<file path="src/rtl/issue_seq_pkg.sv">
// Shared types, default timing constants and the hold-length helper for
// the instruction issue sequencer.
package issue_seq_pkg;

  // Sequencer FSM: waiting for work, or presenting an instruction.
  typedef enum logic [0:0] {
    IDLE = 1'b0,
    HOLD = 1'b1
  } issue_state_e;

  localparam int DEF_SHORT_OPCODE = 1;
  localparam int DEF_SHORT_CYCLES = 7;
  localparam int DEF_LONG_CYCLES  = 9;

  // Number of cycles an instruction with the given opcode is presented.
  function automatic int hold_cycles(input int opcode,
                                     input int short_opcode,
                                     input int short_cycles,
                                     input int long_cycles);
    int cycles;
    if (opcode == short_opcode) begin
      cycles = short_cycles;
    end else begin
      cycles = long_cycles;
    end
    return cycles;
  endfunction

endpackage

</file>
<file path="src/rtl/issue_seq_fifo.sv">
// Synchronous instruction FIFO. DEPTH must be a power of two so the
// read/write pointers wrap naturally. Push when full and pop when empty
// are ignored. The head entry is visible combinationally.
module issue_seq_fifo #(
  parameter  int INSTR_W = 14,
  parameter  int DEPTH   = 8,
  localparam int PTR_W   = (DEPTH > 1) ? $clog2(DEPTH) : 1,
  localparam int CNT_W   = $clog2(DEPTH + 1)
) (
  input  logic               clock,
  input  logic               reset_n,
  input  logic               push,
  input  logic               pop,
  input  logic [INSTR_W-1:0] wr_data,
  output logic               full,
  output logic               empty,
  output logic [CNT_W-1:0]   count,
  output logic [INSTR_W-1:0] head
);

  logic [INSTR_W-1:0] mem_q [DEPTH];
  logic [INSTR_W-1:0] mem_d [DEPTH];
  logic [PTR_W-1:0]   wr_ptr_q, wr_ptr_d;
  logic [PTR_W-1:0]   rd_ptr_q, rd_ptr_d;
  logic [CNT_W-1:0]   count_q, count_d;
  logic               push_ok_s;
  logic               pop_ok_s;

  assign full  = (count_q == CNT_W'(DEPTH));
  assign empty = (count_q == {CNT_W{1'b0}});
  assign count = count_q;
  assign head  = mem_q[rd_ptr_q];

  // Next-state for storage, pointers and occupancy.
  always_comb begin
    mem_d     = mem_q;
    wr_ptr_d  = wr_ptr_q;
    rd_ptr_d  = rd_ptr_q;
    count_d   = count_q;
    push_ok_s = push && !full;
    pop_ok_s  = pop && !empty;
    if (push_ok_s) begin
      mem_d[wr_ptr_q] = wr_data;
      wr_ptr_d        = wr_ptr_q + PTR_W'(1);
    end else begin
      wr_ptr_d = wr_ptr_q;
    end
    if (pop_ok_s) begin
      rd_ptr_d = rd_ptr_q + PTR_W'(1);
    end else begin
      rd_ptr_d = rd_ptr_q;
    end
    case ({push_ok_s, pop_ok_s})
      2'b10:   count_d = count_q + CNT_W'(1);
      2'b01:   count_d = count_q - CNT_W'(1);
      default: count_d = count_q;
    endcase
  end

  // FIFO state registers; reset discards every stored entry.
  always_ff @(posedge clock or negedge reset_n) begin
    if (!reset_n) begin
      for (int i = 0; i < DEPTH; i++) begin
        mem_q[i] <= {INSTR_W{1'b0}};
      end
      wr_ptr_q <= {PTR_W{1'b0}};
      rd_ptr_q <= {PTR_W{1'b0}};
      count_q  <= {CNT_W{1'b0}};
    end else begin
      mem_q    <= mem_d;
      wr_ptr_q <= wr_ptr_d;
      rd_ptr_q <= rd_ptr_d;
      count_q  <= count_d;
    end
  end

endmodule

</file>
<file path="src/rtl/instr_issue_sequencer.sv">
// Instruction issue sequencer: buffers instructions and presents each one
// to the CPU for an opcode-dependent number of cycles, with stall support.
// Optional macro ISSUE_SEQ_STATS_EN adds issued_count / stall_cycles ports.
module instr_issue_sequencer
  import issue_seq_pkg::*;
#(
  parameter  int INSTR_W      = 14,
  parameter  int OPCODE_W     = 4,
  parameter  int DEPTH        = 8,
  parameter  int SHORT_OPCODE = DEF_SHORT_OPCODE,
  parameter  int SHORT_CYCLES = DEF_SHORT_CYCLES,
  parameter  int LONG_CYCLES  = DEF_LONG_CYCLES,
  localparam int CNT_W        = $clog2(DEPTH + 1)
) (
  input  logic               clock,
  input  logic               reset_n,
  input  logic               in_valid,
  output logic               in_ready,
  input  logic [INSTR_W-1:0] in_instr,
  input  logic               stall,
  output logic [INSTR_W-1:0] instr_out,
  output logic               instr_active,
  output logic               issue_start,
  output logic [CNT_W-1:0]   fifo_count,
  output logic               idle
`ifdef ISSUE_SEQ_STATS_EN
  ,
  output logic [15:0]        issued_count,
  output logic [15:0]        stall_cycles
`endif
);

  localparam int MAX_CYC = (SHORT_CYCLES > LONG_CYCLES) ? SHORT_CYCLES : LONG_CYCLES;
  localparam int HOLD_W  = (MAX_CYC > 1) ? $clog2(MAX_CYC) : 1;

  issue_state_e       state_q, state_d;
  logic [HOLD_W-1:0]  hold_cnt_q, hold_cnt_d;
  logic [INSTR_W-1:0] instr_out_q, instr_out_d;
  logic               issue_start_q, issue_start_d;
  logic               load_s;
  logic               push_s;
  logic               full_s;
  logic               empty_s;
  logic [CNT_W-1:0]   count_s;
  logic [INSTR_W-1:0] head_s;

  // No full-bypass: readiness comes only from the registered occupancy.
  assign in_ready = !full_s;
  assign push_s   = in_valid && !full_s;

  issue_seq_fifo #(
    .INSTR_W (INSTR_W),
    .DEPTH   (DEPTH)
  ) u_fifo (
    .clock   (clock),
    .reset_n (reset_n),
    .push    (push_s),
    .pop     (load_s),
    .wr_data (in_instr),
    .full    (full_s),
    .empty   (empty_s),
    .count   (count_s),
    .head    (head_s)
  );

  // FSM next-state: decide on a load, count the hold window down, honour stall.
  always_comb begin
    state_d       = state_q;
    hold_cnt_d    = hold_cnt_q;
    instr_out_d   = instr_out_q;
    issue_start_d = 1'b0;
    load_s        = 1'b0;
    case (state_q)
      IDLE: begin
        // stall has no effect here; any buffered entry loads at once.
        if (!empty_s) begin
          load_s = 1'b1;
        end else begin
          load_s = 1'b0;
        end
      end
      HOLD: begin
        if (stall) begin
          hold_cnt_d = hold_cnt_q;
        end else if (hold_cnt_q != {HOLD_W{1'b0}}) begin
          hold_cnt_d = hold_cnt_q - HOLD_W'(1);
        end else if (!empty_s) begin
          // Back-to-back load: next window starts without a gap cycle.
          load_s = 1'b1;
        end else begin
          state_d = IDLE;
        end
      end
      default: begin
        state_d = IDLE;
      end
    endcase
    if (load_s) begin
      state_d       = HOLD;
      instr_out_d   = head_s;
      hold_cnt_d    = HOLD_W'(hold_cycles(int'(head_s[OPCODE_W-1:0]), SHORT_OPCODE,
                                          SHORT_CYCLES, LONG_CYCLES) - 1);
      issue_start_d = 1'b1;
    end else begin
      issue_start_d = 1'b0;
    end
  end

  // FSM and presentation registers.
  always_ff @(posedge clock or negedge reset_n) begin
    if (!reset_n) begin
      state_q       <= IDLE;
      hold_cnt_q    <= {HOLD_W{1'b0}};
      instr_out_q   <= {INSTR_W{1'b0}};
      issue_start_q <= 1'b0;
    end else begin
      state_q       <= state_d;
      hold_cnt_q    <= hold_cnt_d;
      instr_out_q   <= instr_out_d;
      issue_start_q <= issue_start_d;
    end
  end

  assign instr_out    = instr_out_q;
  assign issue_start  = issue_start_q;
  assign instr_active = (state_q == HOLD);
  assign fifo_count   = count_s;
  assign idle         = (state_q == IDLE) && empty_s;

`ifdef ISSUE_SEQ_STATS_EN
  logic [15:0] issued_q, issued_d;
  logic [15:0] stalls_q, stalls_d;

  // Statistics: issued wraps, stalled-cycle counter saturates.
  always_comb begin
    issued_d = issued_q;
    stalls_d = stalls_q;
    if (load_s) begin
      issued_d = issued_q + 16'd1;
    end else begin
      issued_d = issued_q;
    end
    if ((state_q == HOLD) && stall && (stalls_q != 16'hFFFF)) begin
      stalls_d = stalls_q + 16'd1;
    end else begin
      stalls_d = stalls_q;
    end
  end

  // Statistics registers.
  always_ff @(posedge clock or negedge reset_n) begin
    if (!reset_n) begin
      issued_q <= 16'd0;
      stalls_q <= 16'd0;
    end else begin
      issued_q <= issued_d;
      stalls_q <= stalls_d;
    end
  end

  assign issued_count = issued_q;
  assign stall_cycles = stalls_q;
`endif

endmodule

</file>
<file path="config.mk">
export PLATFORM = sky130hd
export DESIGN_NAME = instr_issue_sequencer
export DESIGN_NICKNAME = d
export VERILOG_FILES = /design/src/rtl/issue_seq_pkg.sv /design/src/rtl/issue_seq_fifo.sv /design/src/rtl/instr_issue_sequencer.sv
export SDC_FILE = /design/constraint.sdc
export NUM_CORES = 1
export LEC_CHECK = 0
export BUFFER_PORTS_ARGS = -buffer_cell sky130_fd_sc_hd__buf_2
export CAP_MARGIN = 20
export CORE_ASPECT_RATIO = 1.1
export CORE_MARGIN = 5
export CORE_UTILIZATION = 50
export CTS_BUF_LIST = sky130_fd_sc_hd__clkbuf_2 sky130_fd_sc_hd__clkbuf_4 sky130_fd_sc_hd__clkbuf_8
export CTS_CLUSTER_DIAMETER = 50
export DETAILED_ROUTE_END_ITERATION = 8
export PLACE_DENSITY = 0.68
export SYNTH_ARGS = -nofsm -noshare
export SYNTH_HDL_FRONTEND = slang
export SYNTH_SLANG_ARGS = --single-unit
</file>
<file path="constraint.sdc">
create_clock -name clock -period 2.96 [get_ports clock]
set_input_delay 0 -clock clock [delete_from_list [all_inputs] [get_ports clock]]
set_output_delay 0 -clock clock [all_outputs]
set_load 0.02 [all_outputs]
</file>
Word level (Yosys, flattened, before mapping)
Cells that the tools add are included.

Flip-flop bits (word level): 142. Bits in latches: 0. Memory bits (writable): 0. Memory bits (read-only): 0. Output and inout bits: 22. Logic and storage cells: 67. Memories kept: 0.

Add/subtract/negate cells: 6. $mul: 0. Divide/modulo/power cells: 0. $lt $le $gt $ge: 3. Eq/ne operators: 5. Shifts and indexed selects: 0. Multiplexer cells: 22. Bitwise logic cells: 3. Reduce and logical (&&, ||, !) cells: 13.

Operators with widths (number): $bwmux W112 (1); $bmux W14 S3 (1); $demux W14 S3 (1); $mux W14 (3); $mux W4 (6); $ge A4 B4 Y1 const B (2); $mux W1 (8); $not A3 Y4 (2); $pmux W4 S2 (1); $sub A4 B1 Y4 const B (2); $add A3 B1 Y3 const B (2); $reduce_bool A2 Y1 (3); $logic_and A1 B1 Y1 (5); $add A4 B1 Y4 const B (1); $eq A4 B2 Y1 const B (1); $eq A4 B4 Y1 const B (1); $logic_not A4 Y1 (1); $lt A4 B1 Y1 const B (1); $reduce_bool A4 Y1 (1); $sub A4 B2 Y4 const B (1); $reduce_and A3 Y1 (1); $eq A2 B1 Y1 const B (1); $eq A2 B2 Y1 const B (1); $logic_not A1 Y1 (2); 3 further kinds (3).

Depth between registers and ports, before layout
Gate-level depths: netlist of run 1.

Depth after elaboration: 9. Mapped depth: 12.

Cells and area by module
Synthesis of run 1 repeated with hierarchy kept, for this count alone.

Cells, all modules: 415. Area, all modules: 6755.2 um^2.

Modules (own cells, without submodules): issue_seq_fifo (instances 1, cells an instance 349, area each 5848.1 um^2, sequential area each 3052.9 um^2); instr_issue_sequencer (instances 1, cells an instance 66, area each 907.1 um^2, sequential area each 500.5 um^2).

Worst setup path after synthesis of run 1
OpenSTA, ideal clock, no wires.

Kind: reg2reg. From: reg u_fifo.count_q[1], in the netlist u_fifo.count[1]. To: reg u_fifo.count_q[2], in the netlist u_fifo.count[2]. Setup time: 0.135 ns. Data arrival time: 2.501 ns. Required time: 2.825 ns. Path slack: 0.324 ns. Stages on the path, launching flop included: 13. Path buffers: 2. Cell sequence: dfrtp_1 buf_6 or4b_4 and2_4 buf_6 clkinv_4 ha_1 xor2_1 ha_1 a21oi_1 xor2_1 nor2_1 xor2_1.

Elaborated cells on any way between the ends: 17.

RTL lines: start, declared (line issue_seq_fifo.sv:25) `logic [CNT_W-1:0] count_q, count_d;`; start signal, assigned (line issue_seq_fifo.sv:68) `count_q <= {CNT_W{1'b0}};`; start signal, assigned (line issue_seq_fifo.sv:73) `count_q <= count_d;`; $eq A4 B4 Y1 (*) (line issue_seq_fifo.sv:29) `assign full = (count_q == CNT_W'(DEPTH));`; $logic_not A1 Y1 (*); via in_ready (line instr_issue_sequencer.sv:18) `output logic in_ready,`; $logic_and A1 B1 Y1 (line instr_issue_sequencer.sv:49) `assign push_s = in_valid && !full_s;`; $logic_and A1 B1 Y1 (*) (line issue_seq_fifo.sv:40) `push_ok_s = push && !full;`; $eq A2 B1 Y1 or $eq A2 B2 Y1 (tied branches) (line issue_seq_fifo.sv:53) `case ({push_ok_s, pop_ok_s})`; $pmux W4 S2 or $reduce_bool A2 Y1 (tied branches).

The timed path passes the listed nets; every way through them passes the cells marked *. A chain may end at the register's enable or synchronous reset.

Worst setup path in the final report of run 1
From: reg hold_cnt_q[1]. To: reg u_fifo.count_q[2], in the netlist u_fifo.count[2].

Cells in the longest elaborated chain, start to end: 7. Elaborated cells on any way between the ends: 9.

Ends and longest elaborated chain: start, declared (line instr_issue_sequencer.sv:37) `logic [HOLD_W-1:0] hold_cnt_q, hold_cnt_d;`; start signal, assigned (line instr_issue_sequencer.sv:113) `hold_cnt_q <= {HOLD_W{1'b0}};`; start signal, assigned (line instr_issue_sequencer.sv:118) `hold_cnt_q <= hold_cnt_d;`; $reduce_bool A4 Y1 (*) (line instr_issue_sequencer.sv:85) `end else if (hold_cnt_q != {HOLD_W{1'b0}}) begin`; $mux W1 (*) (line instr_issue_sequencer.sv:85); $mux W1 (*) (line instr_issue_sequencer.sv:83) `if (stall) begin`; $pmux W1 S2 (*) (line instr_issue_sequencer.sv:73) `case (state_q)`; $logic_and A1 B1 Y1 (*) (line issue_seq_fifo.sv:41) `pop_ok_s = pop && !empty;`; via u_fifo.pop_ok_s (line issue_seq_fifo.sv:27) `logic pop_ok_s;`; $eq A2 B1 Y1 or $eq A2 B2 Y1 (tied branches) (line issue_seq_fifo.sv:53); $pmux W4 S2 or $reduce_bool A2 Y1 (tied branches).

Marked as above.

==> results of run 1 <==
[flip-flops by register name, indices dropped and copies added (netlist names)]
name	flops
u_fifo.count	4
instr_out	14
u_fifo.mem_q	112
hold_cnt_q	4
u_fifo.wr_ptr_q	3
u_fifo.rd_ptr_q	3
issue_start	1
instr_active	1
[worst max-delay path: stages (launching register included)]
cell and delay [ps]:
dfrtp_1 390, inv_1 100, ha_1 160, or4b_2 670, a21oi_2 210, ha_1 270
xor2_1 100, ha_1 190, a21oi_1 140, xor2_1 160, nor2_1 60, xor2_1 140
[metal layers]
layer  share of wire (%)  up-vias  global-route usage [%]
met5                   0        -                       0
met4                 1.7        0                    6.20
met3                 4.0       18                    4.03
met2                  49       57                    28.0
met1                  45     1909                    23.3
li1                    -     1642                       -
[stage by stage]
stage	cells	util (%)
2_1_floorplan	414	-
3_3_place_gp	602	53.0
5_1_grt	651	57.3
6_report	651	57.3
4_1_cts	651	57.2
3_5_place_dp	602	53.0
[layout make-up]
cell class | count | area (um2)
clock inverters | 12 | 119
flip-flops and latches | 142 | 3550
fillers | 1044 | 5570
repair buffers | 67 | 467
well taps | 161 | 201
clock buffers | 20 | 269
inverters | 3 | 16.3
multi-input cells | 246 | 2850
[power breakdown]
part	total [W]	internal (W)	leakage, nW	switching, W
sequential	0.00354	0.00290	1.68	0.000646
combinational	0.00324	0.00195	1.37	0.00129
clock	0.00151	0.000792	0.201	0.000719
[how the worst min path moves through the flow]
| stage | slack, ps | endpoint | start | cells after the start |
|---|---|---|---|---|
| final | 210 | u_fifo.mem_q[41] | reset_n | 2 |
| after global routing | 270 | u_fifo.mem_q[55] | reset_n | 2 |
| after CTS | 200 | u_fifo.mem_q[13] | reset_n | 2 |
| after floorplan | -300 | hold_cnt_q[0] | reset_n | 0 |
| after detailed placement | 130 | u_fifo.mem_q[13] | reset_n | 1 |
| after global placement | 110 | u_fifo.mem_q[13] | reset_n | 1 |
[layout by cell type (no fill, tap or decap), types with 2 or more instances in the layout]
cell,n
a21oi_1,14
buf_2,38
buf_4,10
bufinv_16,2
clkbuf_8,19
clkinv_2,7
clkinv_4,2
clkinvlp_4,2
dfrtp_1,142
dlygate4sd3_1,17
ha_1,7
inv_1,2
mux2_1,2
mux2_2,85
mux2_4,30
mux2i_1,13
mux4_2,28
nand2_1,7
nand4b_2,2
nor2_1,16
nor2b_1,2
nor3b_1,3
nor4b_4,2
o21ai_0,2
o22ai_1,2
xnor2_1,6
xor2_1,6
[what timing repair did]
| item | CTS | global route |
|---|---|---|
| endpoints found under the setup margin | 0 | 1 |
| hold buffers | 17 | 0 |
| endpoints found under the hold margin | 200 | 0 |
| gates resized for setup | 0 | 1 |
| buffers inserted | 0 | 0 |
[cell families (layout without fill, tap and decap cells)]
kind of cell / count (synthesis) / count (layout)
and+or+nand+nor: 46 / 46
DFF: 142 / 142
xor gates and xnor gates: 12 / 12
AOI/OAI and AO/OA: 23 / 23
adders and majority gates: 7 / 7
muxes: 158 / 158
buffers and inverters: 26 / 102
==> metrics.md, run 1 <==
| Metric | Value |
|---|---|
| Final period util | `90.9%` |
| Post-DP HPWL | `7850 um` |
| Overflow after GRT | `0` |
| RR Endpoint | `u_fifo.count[2]` |
| Critical path capture point type | `flop` |
| Synthesized area per cell | `15.9 um2` |
| Post-synthesis cell count | `414` |
| Port Buffers | `39` |
| Starting DRT DRC Count | `166` |
| F_max | `372 MHz` |
| EDFF count, synth | `0` |
| Synth top area share | `54.1%` |
| Post-Place Worst Slack | `204 ps` |
| Initial antenna violation count | `0` |
| Synth Area in Compound Gates | `2.02%` |
| Share of cells above drive strength 1 | `49.0%` |
| RSZ-0062 raised after global routing | `false` |
| Routability cong. | `0.742` |
| Worst Path Required | `3280 ps` |
| Final #Nets | `502` |
| Clock transition at path regs | `70 ps` |
| Largest family of logic cells by synthesized area | `multiplexers` |
| Final setup violation count | `0` |
| CTS Buf Count | `17` |
| R2r setup slk | `270 ps` |
| DIE AREA | `15500 um2` |
| Synth top cells by count | `dfrtp_1, mux2_2, mux2_4, mux4_2, nor2_1` |
| Via/cell ratio | `5.57` |
| Final Instance Area | `7470 um2` |
| CTS tree | `yes` |
| WHS | `207 ps` |
| Mapped Nets | `439` |
| Routed wire per std cell | `19.4 um` |
| Core area | `13000 um2` |
| Top FF cell, synth | `dfrtp_1` |
| Residual DRC | `0` |
| Synth Area in Simple Gates | `4.88%` |
| Synthesized area | `6560 um2` |
| WP data arrival | `3010 ps` |
| Hold Path Class | `in2async` |
| Post-synthesis mux area share | `33.4%` |
| Antenna-violating nets left | `0` |
| Vias in the first global route | `3830` |
| Count of pins over their slew limit | `0` |
| Worst VDD drop | `500 uV` |
| Sequential area share after synthesis | `54.1%` |
| Fin Setup TNS | `0 ps` |
| Minimum clock period | `2690 ps` |
| Largest net degree at the start of global routing | `87` |
| Routed WL | `12600 um` |
| Final hold vios | `0` |
| R2R cell count | `11` |
| Clk_lat worst skew | `440 ps` |
| First-pass GRT wire length | `20600 um` |
| Die span in y | `130 um` |
| Fin worst setup slack | `270 ps` |
| Die W | `119 um` |
| Async set-reset flop share out of synthesis | `100%` |
| Yosys top cell by area | `dfrtp_1` |
| Dominant cells by area after synthesis | `dfrtp_1, mux2_2, mux4_2, mux2_4, mux2i_1` |
| Setup CP Type | `reg2reg` |
| Gr usage total | `17.4%` |
| CP max FO | `5` |
| Slew HR | `47.0%` |
| Reg2reg start | `hold_cnt_q[1]` |
| Max Cap Viol | `0` |
| Synth Area in XOR/XNOR | `1.60%` |
| Root buffer cell | `clkbuf_8` |
| CP Capture Point | `u_fifo.count[2]` |
| Syn-to-layout area delta | `13.9%` |
| Detailed-route via count | `3626` |
| LEAKAGE | `3.25 nW` |
| Pwr/cell area | `1110 nW/um2` |
| Core Rows | `44` |
| Top-count cell post-synth | `dfrtp_1` |
| Total power | `0.00829 W` |
| Pin slew with the least headroom to its limit | `795 ps` |
| Worst setup path startpoint | `hold_cnt_q[1]` |
| H-tree depth | `4` |
| First-pass DRT Iterations | `4` |
| Distinct cell type count of the synthesized netlist | `43` |
| Clk sinks | `142` |
| Outcome | `completed` |
| N_diodes | `0` |
| Starting density of the core | `50.3%` |
| Clock Tree Buf Depth | `2` |
| Seq cells post-synth | `142` |
| IO Pins | `40` |
| Ys Warns | `0` |
| DP Area | `6910 um2` |
| Adder-cell share of the synthesized area | `1.33%` |
| Worst Setup Start Kind | `flop` |
| Clock Skew | `8.45 ps` |
Note: power is estimated with default switching activity, not from simulation.
==> run 2, diff against run 1 <==
--- a/config.mk
+++ b/config.mk
@@ -14,6 +14,7 @@
 export CTS_CLUSTER_DIAMETER = 50
 export DETAILED_ROUTE_END_ITERATION = 8
 export PLACE_DENSITY = 0.68
+export RECOVER_POWER = 25
 export SYNTH_ARGS = -nofsm -noshare
 export SYNTH_HDL_FRONTEND = slang
 export SYNTH_SLANG_ARGS = --single-unit
==> run 2 against run 1 <==
Against the previous run: routed wire length about the same; first-iteration DRC count did not move; fmax is the same; critical path depth is the same; the flow now finishes with violations (max-capacitance violations, max-slew violations); hold slack improved by 220 ps; core utilization is essentially flat; combinational power hardly changed; setup slack did not move; via count did not move; die area stayed put.
==> metrics.md, run 2 (synthesis results as in run 1) <==
| Metric | Value |
|---|---|
| Clk sinks | `142 (unchanged)` |
| Port Buffers | `39 (unchanged)` |
| Gr usage total | `17.4% (unchanged)` |
| Worst Path Required | `3280 ps (about the same)` |
| WP data arrival | `3010 ps (about the same)` |
| Pin slew with the least headroom to its limit | `2160 ps (+1370 ps)` |
| Overflow after GRT | `0 (unchanged)` |
| Count of pins over their slew limit | `86 (+86)` |
| CP max FO | `5 (unchanged)` |
| Hold Path Class | `in2reg` |
| Routed wire per std cell | `19.4 um (about the same)` |
| LEAKAGE | `3.25 nW (about the same)` |
| Starting DRT DRC Count | `166 (unchanged)` |
| Residual DRC | `0 (unchanged)` |
| Vias in the first global route | `3830 (unchanged)` |
| Die span in y | `130 um (unchanged)` |
| IO Pins | `40 (unchanged)` |
| Final setup violation count | `0 (unchanged)` |
| Clk_lat worst skew | `440 ps (about the same)` |
| Largest register by flop count | `u_fifo.mem_q` |
| Detailed-route via count | `3626 (unchanged)` |
| Routed WL | `12600 um (about the same)` |
| Antenna-violating nets left | `0 (unchanged)` |
| CP cell instances | `inv_1, ha_1, or4b_2, a21oi_2, ha_1, xor2_1, ha_1, a21oi_1, xor2_1, nor2_1, xor2_1` |
| Worst VDD drop | `500 uV (about the same)` |
| RSZ-0062 raised after global routing | `false` |
| Failing checks | `max-capacitance violations, max-slew violations` |
| Final #Nets | `502 (unchanged)` |
| Initial antenna violation count | `0 (unchanged)` |
| Core Rows | `44 (unchanged)` |
| Clock transition at path regs | `70 ps (about the same)` |
| DIE AREA | `15500 um2 (unchanged)` |
| Core area | `13000 um2 (unchanged)` |
| Commonest non-fill, non-tap cell in the layout | `dfrtp_1` |
| Fin Setup TNS | `0 ps (unchanged)` |
| Syn-to-layout area delta | `13.8% (about the same)` |
| # fillers | `1045 (+0.096%)` |
| Die W | `119 um (unchanged)` |
| Max Cap Viol | `1 (+1)` |
| First-pass DRT Iterations | `4 (unchanged)` |
| Root buffer cell | `clkbuf_8` |
| Max stage delay cell, worst path | `or4b_2` |
| CTS Buf Count | `17 (unchanged)` |
| Largest net degree at the start of global routing | `87 (unchanged)` |
| Largest stage delay, worst path | `670 ps (about the same)` |
| H-tree depth | `4 (unchanged)` |
| Clock Skew | `8.45 ps (unchanged)` |
| Slew HR | `-44.3% (-91 points)` |
| Commonest cells after routing, fill and taps aside | `dfrtp_1, mux2_2, buf_2` |
| Final hold vios | `0 (unchanged)` |
| Clock Tree Buf Depth | `2 (unchanged)` |
| F_max | `372 MHz (unchanged)` |
| Routability cong. | `0.742 (unchanged)` |
| Max reg flops | `112 (unchanged)` |
| Minimum clock period | `2690 ps (unchanged)` |
| Share of cells above drive strength 1 | `49.0% (unchanged)` |
| Post-DP HPWL | `7850 um (unchanged)` |
| Final period util | `90.9% (unchanged)` |
| CTS tree | `yes` |
| Setup CP Type | `reg2reg` |
| Critical path capture point type | `flop` |
| Postcts setup bufs | `0 (unchanged)` |
| Pwr/cell area | `1110 nW/um2 (about the same)` |
| Via/cell ratio | `5.57 (unchanged)` |
| Util after Layout | `57.2% (about the same)` |
| Starting density of the core | `50.3% (unchanged)` |
| Outcome | `complete, but fails checks` |
| Worst Setup Start Kind | `flop` |
| N_diodes | `0 (unchanged)` |
| First-pass GRT wire length | `20600 um (unchanged)` |
==> run 2: changes by cell type in the layout (fill, tap and decap cells not counted) <==
cell      before  now
clkbuf_2       0    1
buf_6          1    0
==> run 2: worst paths after layout <==
| kind | start | endpoint | slack (ps) | depth (start not counted) |
|---|---|---|---|---|
| min in group asynchronous | reset_n | u_fifo.mem_q[41] | 750 | 2 |
| worst min register to register | instr_out[2] | instr_out[2] | 490 | 1 |
| worst max-delay path | hold_cnt_q[1] | u_fifo.count[2] | 270 | 11 |
| worst min-delay path | in_instr[13] | u_fifo.mem_q[27] | 430 | 3 |
| max in group asynchronous | reset_n | u_fifo.mem_q[106] | 960 | 2 |
| worst max register to register | hold_cnt_q[1] | u_fifo.count[2] | 270 | 11 |
==> run 2: through the flow <==
stage / power [W] / hold slack [ps] / worst slack (ps) / cells / cell area [um2]
after global routing: 0.00881 / 436 / 92.5 / 651 / 7470
after floorplan: 0.00605 / -296 / 324 / 414 / 6560
after global placement: 0.00668 / 113 / 283 / 602 / 6910
after CTS: 0.00840 / 205 / 195 / 651 / 7470
final: 0.00829 / 428 / 270 / 651 / 7470
after detailed placement: 0.00684 / 130 / 204 / 602 / 6910
==> run 2: routing by layer <==
metal | track usage [%] | wire, um | part of all wire (%)
met1 | 23.3 | 5670 | 45
met3 | 4.03 | 509 | 4.0
met4 | 6.20 | 209 | 1.7
met5 | 0 | 0 | 0
met2 | 28.0 | 6220 | 49
==> run 2: cell type report <==
type / count / area, um2 / share of cell area [%]
multi-input combinational: 246 / 2850 / 38.1
clock inverter: 12 / 119 / 1.59
sequential: 142 / 3550 / 47.6
timing repair buffer: 67 / 460 / 6.17
tap: 161 / 201 / 2.70
clock buffer: 20 / 269 / 3.60
inverter: 3 / 16.3 / 0.218
==> run 2: worst max-delay path: cells and delay by family, from the launching register on <==
| kind | cells | cell delay (ps) |
|---|---|---|
| adder cells (fa/ha/maj) | 3 | 620 |
| AO/OA/AOI/OAI | 2 | 350 |
| flip-flops | 1 | 390 |
| AND/OR/NAND/NOR | 2 | 730 |
| XOR/XNOR | 3 | 400 |
| buffers and inverters | 1 | 100 |
==> run 2: timing repair <==
| item | 4_1_cts | 5_1_grt |
|---|---|---|
| hold buffers | 17 | 0 |
| endpoints found under the hold margin | 200 | 0 |
| setup endpoints to repair | 0 | 1 |
| resized for setup | 0 | 1 |
==> run 2: power breakdown <==
| part | switching [W] | internal (W) |
|---|---|---|
| clock network | 0.000719 | 0.000792 |
| logic | 0.00129 | 0.00195 |
| registers | 0.000646 | 0.00290 |
==> run 3, diff against run 2 <==
--- a/config.mk
+++ b/config.mk
@@ -9,11 +9,10 @@
 export CAP_MARGIN = 20
 export CORE_ASPECT_RATIO = 1.1
 export CORE_MARGIN = 5
-export CORE_UTILIZATION = 50
+export CORE_UTILIZATION = 35
 export CTS_BUF_LIST = sky130_fd_sc_hd__clkbuf_2 sky130_fd_sc_hd__clkbuf_4 sky130_fd_sc_hd__clkbuf_8
 export CTS_CLUSTER_DIAMETER = 50
 export DETAILED_ROUTE_END_ITERATION = 8
-export PLACE_DENSITY = 0.68
 export RECOVER_POWER = 25
 export SYNTH_ARGS = -nofsm -noshare
 export SYNTH_HDL_FRONTEND = slang
==> run 3 against run 2 <==
Against the previous run: the flow still finishes with violations (max-capacitance violations, max-slew violations); largest power group unchanged; clock-buffer cell count rose by 1; critical path type unchanged; die area rose by 39%; fmax fell by 2.1%; clock power fell by 3%; highest routed layer unchanged; combinational power barely moved; global-route usage fell by 4.4 points; critical endpoint unchanged.
==> metrics.md, run 3 (synthesis results as in run 1) <==
| Metric | Value |
|---|---|
| IO Pins | `40 (unchanged)` |
| DIE AREA | `21600 um2 (+39%)` |
| Comb pwr share | `39.1% (about the same)` |
| Fin worst setup slack | `212 ps (-57.8 ps)` |
| Clock share of power | `17.8% (-0.4 points)` |
| Residual DRC | `0 (unchanged)` |
| CP Capture Point | `u_fifo.count[2]` |
| Final period util | `92.8% (+2.0 points)` |
| Starting density of the core | `35.6% (-15 points)` |
| Largest net degree at the start of global routing | `95 (+9.2%)` |
| Port Buffers | `39 (unchanged)` |
| Overflow after GRT | `0 (unchanged)` |
| Gr usage total | `12.9% (-4.4 points)` |
| Multi-input gate area | `2850 um2 (about the same)` |
| RR Endpoint | `u_fifo.count[2]` |
| Sw frac | `32.2% (+0.24 points)` |
| Fin Setup TNS | `0 ps (unchanged)` |
| Syn-to-layout area delta | `15.3%` |
| Die span in y | `154 um (+18%)` |
| Commonest non-fill, non-tap cell in the layout | `dfrtp_1` |
| Worst Path Required | `3280 ps (about the same)` |
| CP max FO | `5 (unchanged)` |
| Root buffer cell | `clkbuf_8` |
| Detailed-route via count | `3576 (-1.4%)` |
| Pin slew with the least headroom to its limit | `2350 ps (+181 ps)` |
| Clock Skew | `11.2 ps (+2.77 ps)` |
| First-pass DRT Iterations | `4 (unchanged)` |
| Worst Setup Start Kind | `flop` |
| WP data arrival | `3060 ps (+50 ps)` |
| Core area | `18400 um2 (+41%)` |
| Hold Path Class | `in2reg` |
| Psw | `0.00266 W (+0.31%)` |
| Clock Tree Buf Depth | `2 (unchanged)` |
| Reg2reg start | `hold_cnt_q[0]` |
| R2r setup slk | `210 ps (-60 ps)` |
| Worst setup path startpoint | `hold_cnt_q[0]` |
| Reg area | `3550 um2 (unchanged)` |
| Post-Place Worst Slack | `203 ps (-1.09 ps)` |
| Routed WL | `13200 um (+4.4%)` |
| Slew HR | `-56.4% (-12 points)` |
| Clock transition at path regs | `80 ps (about the same)` |
| Outcome | `complete, but fails checks` |
| Met2 Routed Length | `6640 um (+6.8%)` |
| Largest register by flop count | `u_fifo.mem_q` |
| Clk sinks | `142 (unchanged)` |
| Routability cong. | `0.752 (+1.3%)` |
| Final #Nets | `503 (+0.20%)` |
| Max layer used | `met4` |
| Share of cells above drive strength 1 | `49.1% (+0.10 points)` |
| Met3 Wirelength | `311 um (-39%)` |
| Setup CP Type | `reg2reg` |
| Worst VDD drop | `395 uV (-21%)` |
| H-tree depth | `4 (unchanged)` |
| Pwr/cell area | `1090 nW/um2 (-1.8%)` |
| Minimum clock period | `2750 ps (+57.8 ps)` |
| Critical path capture point type | `flop` |
| Routed wire per std cell | `17.9 um (-7.4%)` |
| Count of pins over their slew limit | `94 (+9.3%)` |
| R2R cell count | `11 (unchanged)` |
| Flop pwr share | `43.1% (+0.4 points)` |
| Die W | `141 um (+18%)` |
| Postcts setup bufs | `0 (unchanged)` |
| DRT met1 WL | `5980 um (+5.5%)` |
| Via/cell ratio | `4.87 (-13%)` |
| Failing checks | `max-capacitance violations, max-slew violations` |
| Final setup violation count | `0 (unchanged)` |
| LEAKAGE | `3.26 nW (about the same)` |
| Initial antenna violation count | `0 (unchanged)` |
| CTS tree | `yes` |
| RSZ-0062 raised after global routing | `false` |
| Final hold vios | `0 (unchanged)` |
| Post-DP HPWL | `8270 um (+5.4%)` |
| Vias in the first global route | `3906 (+2.0%)` |
| # fillers | `1665 (+59%)` |
| CTS Buf Count | `17 (unchanged)` |
| N_diodes | `0 (unchanged)` |
| Antenna-violating nets left | `0 (unchanged)` |
| Max reg flops | `112 (unchanged)` |
| Starting DRT DRC Count | `219 (+32%)` |
| F_max | `364 MHz (-2.1%)` |
| First-pass GRT wire length | `21900 um (+6.3%)` |
| Core Rows | `52 (+18%)` |
| Commonest cells after routing, fill and taps aside | `dfrtp_1, mux2_2, buf_2` |
| Internal power | `0.00560 W (-0.81%)` |
| Clk_lat worst skew | `440 ps (about the same)` |
| Max Cap Viol | `1 (unchanged)` |
-- run 3: how the worst min path moves through the flow --
stage                  from               end  cells past startpoint
4_1_cts             reset_n  u_fifo.mem_q[27]                      2
2_1_floorplan       reset_n     hold_cnt_q[0]                      0
3_3_place_gp        reset_n  u_fifo.mem_q[27]                      1
6_report       in_instr[10]  u_fifo.mem_q[94]                      3
5_1_grt        in_instr[10]  u_fifo.mem_q[94]                      3
3_5_place_dp        reset_n  u_fifo.mem_q[27]                      1
-- run 3: metrics by stage --
stage,std cells,area (um2),power [W],utilization (%),hold slack (ps)
2_1_floorplan,414,6560,0.00605,-,-296
3_3_place_gp,685,7020,0.00671,38.1,129
3_5_place_dp,685,7020,0.00687,38.1,151
4_1_cts,734,7570,0.00839,41.1,242
5_1_grt,734,7570,0.00881,41.1,439
6_report,734,7570,0.00826,41.1,430
-- run 3: layer usage --
metal,up-vias,GRT usage (%)
met5,-,0
met4,0,4.85
met3,15,2.58
met2,39,21.5
met1,1872,16.7
li1,1650,-
-- run 3: critical path, cell delays in order (launching register included) --
cell and delay [ps]:
dfrtp_1 410, inv_1 100, ha_1 160, or4b_2 660, a21oi_1 260, ha_2 260, xor2_1 80, ha_1 180
a21oi_1 140, xor2_1 160, nor2_1 60, xor2_1 130
-- run 3: area by class of cell --
class                           count  share of cell area [%]
Timing Repair Buffer               68                    6.18
Clock buffer                       21                    3.82
Sequential cell                   142                    47.0
Clock inverter                     11                    1.19
Tap cell                          243                    4.02
Multi-Input combinational cell    246                    37.6
Inverter                            3                   0.215
-- run 3: what timing repair did --
item | in CTS | in global routing
hold endpoints to repair | 208 | 0
hold buffers | 17 | 0
setup endpoints to repair | 0 | 1
resized for setup | 0 | 1
-- run 3: power groups by stage --
stage               Sequential (W)  Clock [W]  Combinational, W
global placement           0.00352          0           0.00319
global route               0.00369    0.00160           0.00352
finish                     0.00356    0.00147           0.00323
CTS                        0.00356    0.00152           0.00331
floorplan                  0.00342          0           0.00262
detailed placement         0.00359          0           0.00328
